$ cat config.mk
export PLATFORM = sky130hd
export DESIGN_NAME = lc3b_cache
export DESIGN_NICKNAME = d
export VERILOG_FILES = /design/src/rtl/lc3b_cache_pkg.sv /design/src/rtl/lc3b_cache_way.sv /design/src/rtl/lc3b_cache.sv
export SDC_FILE = /design/constraint.sdc
export NUM_CORES = 2
export LEC_CHECK = 0
export CORE_MARGIN = 4
export CORE_UTILIZATION = 40
export DETAILED_ROUTE_END_ITERATION = 10
export GPL_TIMING_DRIVEN = 0
export PLACE_DENSITY = 0.67
export REMOVE_ABC_BUFFERS = 1
export SLEW_MARGIN = 20
export SYNTH_ARGS = -nofsm -noshare
export SYNTH_HDL_FRONTEND = slang
export SYNTH_SLANG_ARGS = --single-unit
$ cat constraint.sdc
create_clock -name clk -period 13.49 [get_ports clk]
set_input_delay 2.698 -clock clk [delete_from_list [all_inputs] [get_ports clk]]
set_output_delay 2.698 -clock clk [all_outputs]
set_load 0.01 [all_outputs]
$ cat src/rtl/lc3b_cache_pkg.sv
// Shared geometry, types and helpers for the two-way LC-3b cache.
package lc3b_cache_pkg;

  localparam int unsigned NumSets = 8;

  typedef logic [8:0]   lc3b_c_tag;
  typedef logic [2:0]   lc3b_c_index;
  typedef logic [3:0]   lc3b_c_offset;
  typedef logic [2:0]   lc3b_c_word;
  typedef logic [127:0] lc3b_c_line;

  typedef enum logic [1:0] {StCheck, StWb, StAlloc} lc3b_c_state_e;

  function automatic lc3b_c_line merge_bytes(input lc3b_c_line  line,
                                             input lc3b_c_word  sel,
                                             input logic [15:0] wdata,
                                             input logic [1:0]  be);
    lc3b_c_line merged;
    merged = line;
    if (be[0]) merged[{sel, 4'h0} +: 8] = wdata[7:0];
    if (be[1]) merged[{sel, 4'h8} +: 8] = wdata[15:8];
    return merged;
  endfunction

endpackage

$ cat src/rtl/lc3b_cache_way.sv
// One cache way: valid/dirty/tag/data arrays with line-load and byte-merge write modes.
module lc3b_cache_way
  import lc3b_cache_pkg::*;
(
  input  logic        clk_i,
  input  logic        reset_i,
  input  lc3b_c_index index_i,
  input  logic        load_i,
  input  logic        merge_i,
  input  lc3b_c_tag   tag_i,
  input  lc3b_c_line  line_i,
  input  lc3b_c_word  word_sel_i,
  input  logic [15:0] wdata_i,
  input  logic [1:0]  be_i,
  output logic        valid_o,
  output logic        dirty_o,
  output lc3b_c_tag   tag_o,
  output lc3b_c_line  line_o
);

  logic [NumSets-1:0] valid_q;
  logic [NumSets-1:0] dirty_q;
  lc3b_c_tag          tag_q  [NumSets];
  lc3b_c_line         data_q [NumSets];

  always_ff @(posedge clk_i) begin
    if (reset_i) begin
      valid_q <= '0;
      dirty_q <= '0;
    end else if (load_i) begin
      valid_q[index_i] <= 1'b1;
      dirty_q[index_i] <= 1'b0;
    end else if (merge_i) begin
      dirty_q[index_i] <= 1'b1;
    end
  end

  // Tag and data storage are deliberately left uncleared by reset.
  always_ff @(posedge clk_i) begin
    if (load_i) begin
      tag_q[index_i]  <= tag_i;
      data_q[index_i] <= line_i;
    end else if (merge_i) begin
      data_q[index_i] <= merge_bytes(data_q[index_i], word_sel_i, wdata_i, be_i);
    end
  end

  assign valid_o = valid_q[index_i];
  assign dirty_o = dirty_q[index_i];
  assign tag_o   = tag_q[index_i];
  assign line_o  = data_q[index_i];

endmodule

$ cat src/rtl/lc3b_cache.sv
// Two-way set-associative write-back cache for the LC-3b; FSM, LRU and hit/victim logic.
// Define LC3B_CACHE_PERF_EN to add hit/miss/write-back counter outputs.
module lc3b_cache
  import lc3b_cache_pkg::*;
(
  input  logic         clk,
  input  logic         reset,
  input  logic [15:0]  mem_address,
  input  logic         mem_read,
  input  logic         mem_write,
  input  logic [1:0]   mem_byte_enable,
  input  logic [15:0]  mem_wdata,
  output logic [15:0]  mem_rdata,
  output logic         mem_resp,
  output logic [15:0]  pmem_address,
  output logic         pmem_read,
  output logic         pmem_write,
  output logic [127:0] pmem_wdata,
  input  logic [127:0] pmem_rdata,
  input  logic         pmem_resp
`ifdef LC3B_CACHE_PERF_EN
  ,
  output logic [15:0]  hit_count,
  output logic [15:0]  miss_count,
  output logic [15:0]  wb_count
`endif
);

  lc3b_c_tag     addr_tag;
  lc3b_c_index   addr_index;
  lc3b_c_word    addr_word;
  logic          unused_addr_lsb;
  logic          req;

  assign addr_tag        = mem_address[15:7];
  assign addr_index      = mem_address[6:4];
  assign addr_word       = mem_address[3:1];
  assign unused_addr_lsb = mem_address[0];
  assign req             = mem_read | mem_write;

  lc3b_c_state_e state_q, state_d;
  logic          victim_q, victim_d;
  logic [NumSets-1:0] lru_q, lru_d;
  lc3b_c_tag     miss_tag_q, miss_tag_d;
  lc3b_c_index   miss_index_q, miss_index_d;

  logic [1:0]    way_valid, way_dirty, way_load, way_merge, hit;
  lc3b_c_tag     way_tag  [2];
  lc3b_c_line    way_line [2];
  lc3b_c_index   rd_index;
  logic          hit_way, victim_sel;
  logic          miss_event, wb_event;

  // Outside S_CHECK the arrays are addressed by the latched miss, not the live CPU address.
  assign rd_index = (state_q == StCheck) ? addr_index : miss_index_q;

  lc3b_cache_way u_way0 (
    .clk_i      (clk),
    .reset_i    (reset),
    .index_i    (rd_index),
    .load_i     (way_load[0]),
    .merge_i    (way_merge[0]),
    .tag_i      (miss_tag_q),
    .line_i     (pmem_rdata),
    .word_sel_i (addr_word),
    .wdata_i    (mem_wdata),
    .be_i       (mem_byte_enable),
    .valid_o    (way_valid[0]),
    .dirty_o    (way_dirty[0]),
    .tag_o      (way_tag[0]),
    .line_o     (way_line[0])
  );

  lc3b_cache_way u_way1 (
    .clk_i      (clk),
    .reset_i    (reset),
    .index_i    (rd_index),
    .load_i     (way_load[1]),
    .merge_i    (way_merge[1]),
    .tag_i      (miss_tag_q),
    .line_i     (pmem_rdata),
    .word_sel_i (addr_word),
    .wdata_i    (mem_wdata),
    .be_i       (mem_byte_enable),
    .valid_o    (way_valid[1]),
    .dirty_o    (way_dirty[1]),
    .tag_o      (way_tag[1]),
    .line_o     (way_line[1])
  );

  assign hit[0]     = way_valid[0] && (way_tag[0] == addr_tag);
  assign hit[1]     = way_valid[1] && (way_tag[1] == addr_tag);
  assign hit_way    = ~hit[0];
  assign victim_sel = !way_valid[0] ? 1'b0 :
                      !way_valid[1] ? 1'b1 : lru_q[addr_index];

  always_comb begin
    state_d      = state_q;
    victim_d     = victim_q;
    lru_d        = lru_q;
    miss_tag_d   = miss_tag_q;
    miss_index_d = miss_index_q;
    way_load     = '0;
    way_merge    = '0;
    mem_resp     = 1'b0;
    pmem_read    = 1'b0;
    pmem_write   = 1'b0;
    pmem_address = '0;
    pmem_wdata   = '0;
    miss_event   = 1'b0;
    wb_event     = 1'b0;
    mem_rdata    = way_line[hit_way][{addr_word, 4'h0} +: 16];

    unique case (state_q)
      StCheck: begin
        if (req) begin
          if (hit != 2'b00) begin
            mem_resp              = 1'b1;
            lru_d[addr_index]     = ~hit_way;
            way_merge[hit_way]    = mem_write;
          end else begin
            miss_event   = 1'b1;
            victim_d     = victim_sel;
            miss_tag_d   = addr_tag;
            miss_index_d = addr_index;
            state_d      = (way_valid[victim_sel] && way_dirty[victim_sel]) ? StWb : StAlloc;
          end
        end
      end
      StWb: begin
        pmem_write   = 1'b1;
        pmem_address = {way_tag[victim_q], miss_index_q, 4'h0};
        pmem_wdata   = way_line[victim_q];
        if (pmem_resp) begin
          wb_event = 1'b1;
          state_d  = StAlloc;
        end
      end
      StAlloc: begin
        pmem_read    = 1'b1;
        pmem_address = {miss_tag_q, miss_index_q, 4'h0};
        if (pmem_resp) begin
          way_load[victim_q] = 1'b1;
          state_d            = StCheck;
        end
      end
      default: state_d = StCheck;
    endcase

    if (reset) begin
      mem_resp   = 1'b0;
      pmem_read  = 1'b0;
      pmem_write = 1'b0;
      way_load   = '0;
      way_merge  = '0;
      miss_event = 1'b0;
      wb_event   = 1'b0;
    end
  end

  always_ff @(posedge clk) begin
    if (reset) begin
      state_q      <= StCheck;
      victim_q     <= 1'b0;
      lru_q        <= '0;
      miss_tag_q   <= '0;
      miss_index_q <= '0;
    end else begin
      state_q      <= state_d;
      victim_q     <= victim_d;
      lru_q        <= lru_d;
      miss_tag_q   <= miss_tag_d;
      miss_index_q <= miss_index_d;
    end
  end

`ifdef LC3B_CACHE_PERF_EN
  logic [15:0] hit_q, miss_q, wb_q;

  always_ff @(posedge clk) begin
    if (reset) begin
      hit_q  <= '0;
      miss_q <= '0;
      wb_q   <= '0;
    end else begin
      if (mem_resp)   hit_q  <= hit_q + 16'd1;
      if (miss_event) miss_q <= miss_q + 16'd1;
      if (wb_event)   wb_q   <= wb_q + 16'd1;
    end
  end

  assign hit_count  = hit_q;
  assign miss_count = miss_q;
  assign wb_count   = wb_q;
`else
  logic unused_perf_events;
  assign unused_perf_events = miss_event ^ wb_event;
`endif

endmodule

==> reports/metrics.cfg <==
[final_layout]
flow.area_growth_from_synthesis_pct=21.1
final.fill_count=18500
post_route_cells_drive_above_1_share_pct=10.4
fin_nets=6771
seqCellArea_um2=66900
area_of_the_multi_input_gates_um2=22000
layout.core_utilization_pct=48.8

[min_path]
path_type_of_the_worst_min_delay_path=reg2reg

[power]
post-layout-total-power_w=0.0152
power.share.sequential_pct=50.6
power.net_switching_w=0.00372
power.leakage_nw=35.9
netSwitchingFraction_pct=24.4
intPower_w=0.0115
worst_ir_drop_vdd_mv=0.115
cellPowerDensity_nw_per_um2=139
clock_network_power_share_pct=38.3
combPwrFrac_pct=11.1

[yosys]
synth_most_common_cell=sky130_fd_sc_hd__edfxtp_1
postSynthCellCount=6264
synth.yosys.warnings=0
synth.top_cell.area_share_pct=72.6
synth.cell_area_um2=90700
ys_ff_latch=2247
avg_inst_size_synth_um2=14.5
synth_top_cells_by_area=sky130_fd_sc_hd__edfxtp_1, sky130_fd_sc_hd__a222oi_1, sky130_fd_sc_hd__nand2_1
post_synth_most_frequent_cells=sky130_fd_sc_hd__edfxtp_1, sky130_fd_sc_hd__nand2_1, sky130_fd_sc_hd__o21ai_0
synthDistinctLibCells=86
synthArstFlopShare_pct=0
yosys_most_used_dff=sky130_fd_sc_hd__edfxtp_1
synth_enable_flop_cells=2192
ys_seq_area_share_pct=73.8
synth_top_cell_by_area=sky130_fd_sc_hd__edfxtp_1

[placed_design]
globalplace.congestion=0.793
dp.final_hpwl_mm=207
place_worst_setup_slack_ns=0.972
place.port_buffers=324

[sta]
grt_setup_unrepaired=false
f_max_mhz=78.7
max_slew_margin_pct=18.9
worstMarginPinSlew_ns=1.22
hold_viol_final=0
fin_crit_sh_pct=94.2
finalWorstPathRequiredPeriod_ns=12.71
post_route_setup_slack_ns=0.778
timing_max_transition_violations_final=0
tns_ns=0
clock_skew_ns=0.0546
setup-violations-final=0

[cts]
cts-buffers-inserted=216
post_cts_resized=0
clk_path_buf_depth=3
cts.reportedPaths.clkPinSlew_ns=0.06
cts_hold_buf=0
cts.sinks=2247
cts_max_level=4
worstSkewPairLatency_ns=0.87
post-cts-setup-buffers=0
cts-root-buf=sky130_fd_sc_hd__clkbuf_16
cts_tree=done

[global_routing]
grt_pass1_wl_mm=454
first_global_vias=60400
antenna_found_initial=41
grt_overflow_total=0
grt_start_max_net_pins=101
gr-usage-all-layers_pct=26.7

[critical_path]
worst_ep_arrival_time_ns=10.01
cp_slowest_stage_delay_ns=0.90
crit_path_max_fanout=32
critical_path.endpoint_type=output pin
crit_required_ns=10.79
timing.critical_path.slowest_stage_cell=sky130_fd_sc_hd__clkdlybuf4s50_1
crit_start_category=input pin
crit_top_cell=sky130_fd_sc_hd__buf_4
path_class=in2out
cell_by_cell_listing_of_the_critical_path=clkdlybuf4s50_1 > nand3b_1 > nand2_4 > buf_12 > buf_16 > nand3_1 > nand4_1 > xor2_1 > nand4_1 > nor3_2 > buf_4 > buf_4 > buf_4 > buf_4 > buf_4 > mux2i_1 > o221ai_1 > o32ai_1 > clkdlybuf4s50_1

[floorplanning]
number_of_i_o_pins=330
die_height_um=484
die-width_um=484
initial_core_utilization_pct=40.3
dieArea_um2=234000
row_count=174
coreArea_um2=225000

[run_status]
run_status=finished, final reports clean

[drt]
detail_route.wirelength_mm=326
post_drt_via_cell_ratio=6.51
number_of_detailed_route_iterations_in_the_first_pass=10
drcViolationCount=0
detailroute.via_count=63800
final_antenna_net_count=0
wl_per_cell_um=33.4
initialDrtViolationCount=11700

[flow_run]
max_cap_viol_count=0

[through the flow]
step	std cells	hold slack, ns	cell area, µm²
4_1_cts	9759	0.479	110000
5_1_grt	9771	0.490	110000
2_1_floorplan	5748	0.425	88500
3_3_place_gp	9064	0.448	95500
3_5_place_dp	9368	0.464	103000
6_report	9787	0.476	110000
[area by class of cell]
cell class	count	area share (%)
diodes	27	0.0615
clock inverters	118	0.911
well taps	2992	3.41
flip-flops and latches	2247	61.0
multi-input cells	3476	20.0
inverters	25	0.0991
clock buffers	273	5.20
repair buffers	629	9.32
[power by group through the flow]
stage | registers, W | logic, W | clock network (W)
floorplan | 0.00786 | 0.000927 | 0
global placement | 0.00788 | 0.00161 | 0
detailed placement | 0.00786 | 0.00164 | 0
CTS | 0.00771 | 0.00165 | 0.00585
global route | 0.00771 | 0.00179 | 0.00613
finish | 0.00771 | 0.00169 | 0.00583
[flip-flops by register name (all words and copies together), names as in the netlist, named ones only]
signal          count
lru_q               8
u_way1.data_q    1024
miss_tag_q          9
u_way0.data_q    1024
state_q             2
u_way0.tag_q       72
u_way0.valid_q      8
u_way1.tag_q       72
victim_q            1
miss_index_q        3
u_way1.valid_q      8
[routing by layer]
metal,vias to the layer above,track usage (%),routed length [µm]
met1,31600,35.9,117000
met2,5443,40.1,144000
met3,812,7.77,49300
met4,18,12.4,16700
met5,-,0,154
li1,25900,-,-
[path summary, 6_finish.rpt]
kind	slack, ns	endpoint	start	depth (start not counted)
max	0.78	mem_rdata[6]	mem_address[5]	19
min reg2reg	0.48	lru_q[7]	lru_q[7]	2
max reg2reg	5.48	u_way0.data_q[0][67]	state_q[1]	21
min	0.48	lru_q[7]	lru_q[7]	2
[cells in the final DEF (no fill, tap or decap), types with 49 or more instances in the layout]
master,count
sky130_fd_sc_hd__o21ai_0,372
sky130_fd_sc_hd__buf_12,79
sky130_fd_sc_hd__dfxtp_1,54
sky130_fd_sc_hd__nor2_1,275
sky130_fd_sc_hd__nand3_1,106
sky130_fd_sc_hd__clkinv_1,60
sky130_fd_sc_hd__and3_1,100
sky130_fd_sc_hd__clkbuf_16,220
sky130_fd_sc_hd__a211oi_1,91
sky130_fd_sc_hd__clkdlybuf4s50_1,321
sky130_fd_sc_hd__a221oi_1,100
sky130_fd_sc_hd__a22o_1,117
sky130_fd_sc_hd__nor3_1,50
sky130_fd_sc_hd__a22oi_1,252
sky130_fd_sc_hd__clkbuf_1,53
sky130_fd_sc_hd__and2_1,73
sky130_fd_sc_hd__buf_16,177
sky130_fd_sc_hd__edfxtp_1,2192
sky130_fd_sc_hd__nand2_1,674
sky130_fd_sc_hd__mux2i_1,113
sky130_fd_sc_hd__a21oi_1,322
sky130_fd_sc_hd__a222oi_1,336
sky130_fd_sc_hd__o21ai_1,49
[cell families (layout without fill, tap and decap cells)]
family,Yosys count,after routing,synth area share [%]
flops,2247,2247,73.8
compound gates,1877,1877,14.9
simple gates,1449,1449,7.17
buf+inv,544,1045,2.51
mux,123,123,1.37
xor+xnor,14,14,0.135
fa+ha+maj,9,9,0.124
other cells,1,31,0.00414
[critical path, delay by kind of cell]
| kind | cells | cell delay [ns] |
|---|---|---|
| buf+inv | 9 | 3.29 |
| simple gates | 6 | 2.56 |
| compound gates | 2 | 0.78 |
| xor+xnor | 1 | 0.30 |
| mux | 1 | 0.30 |
No activity file was read; power rests on OpenSTA's default activity.
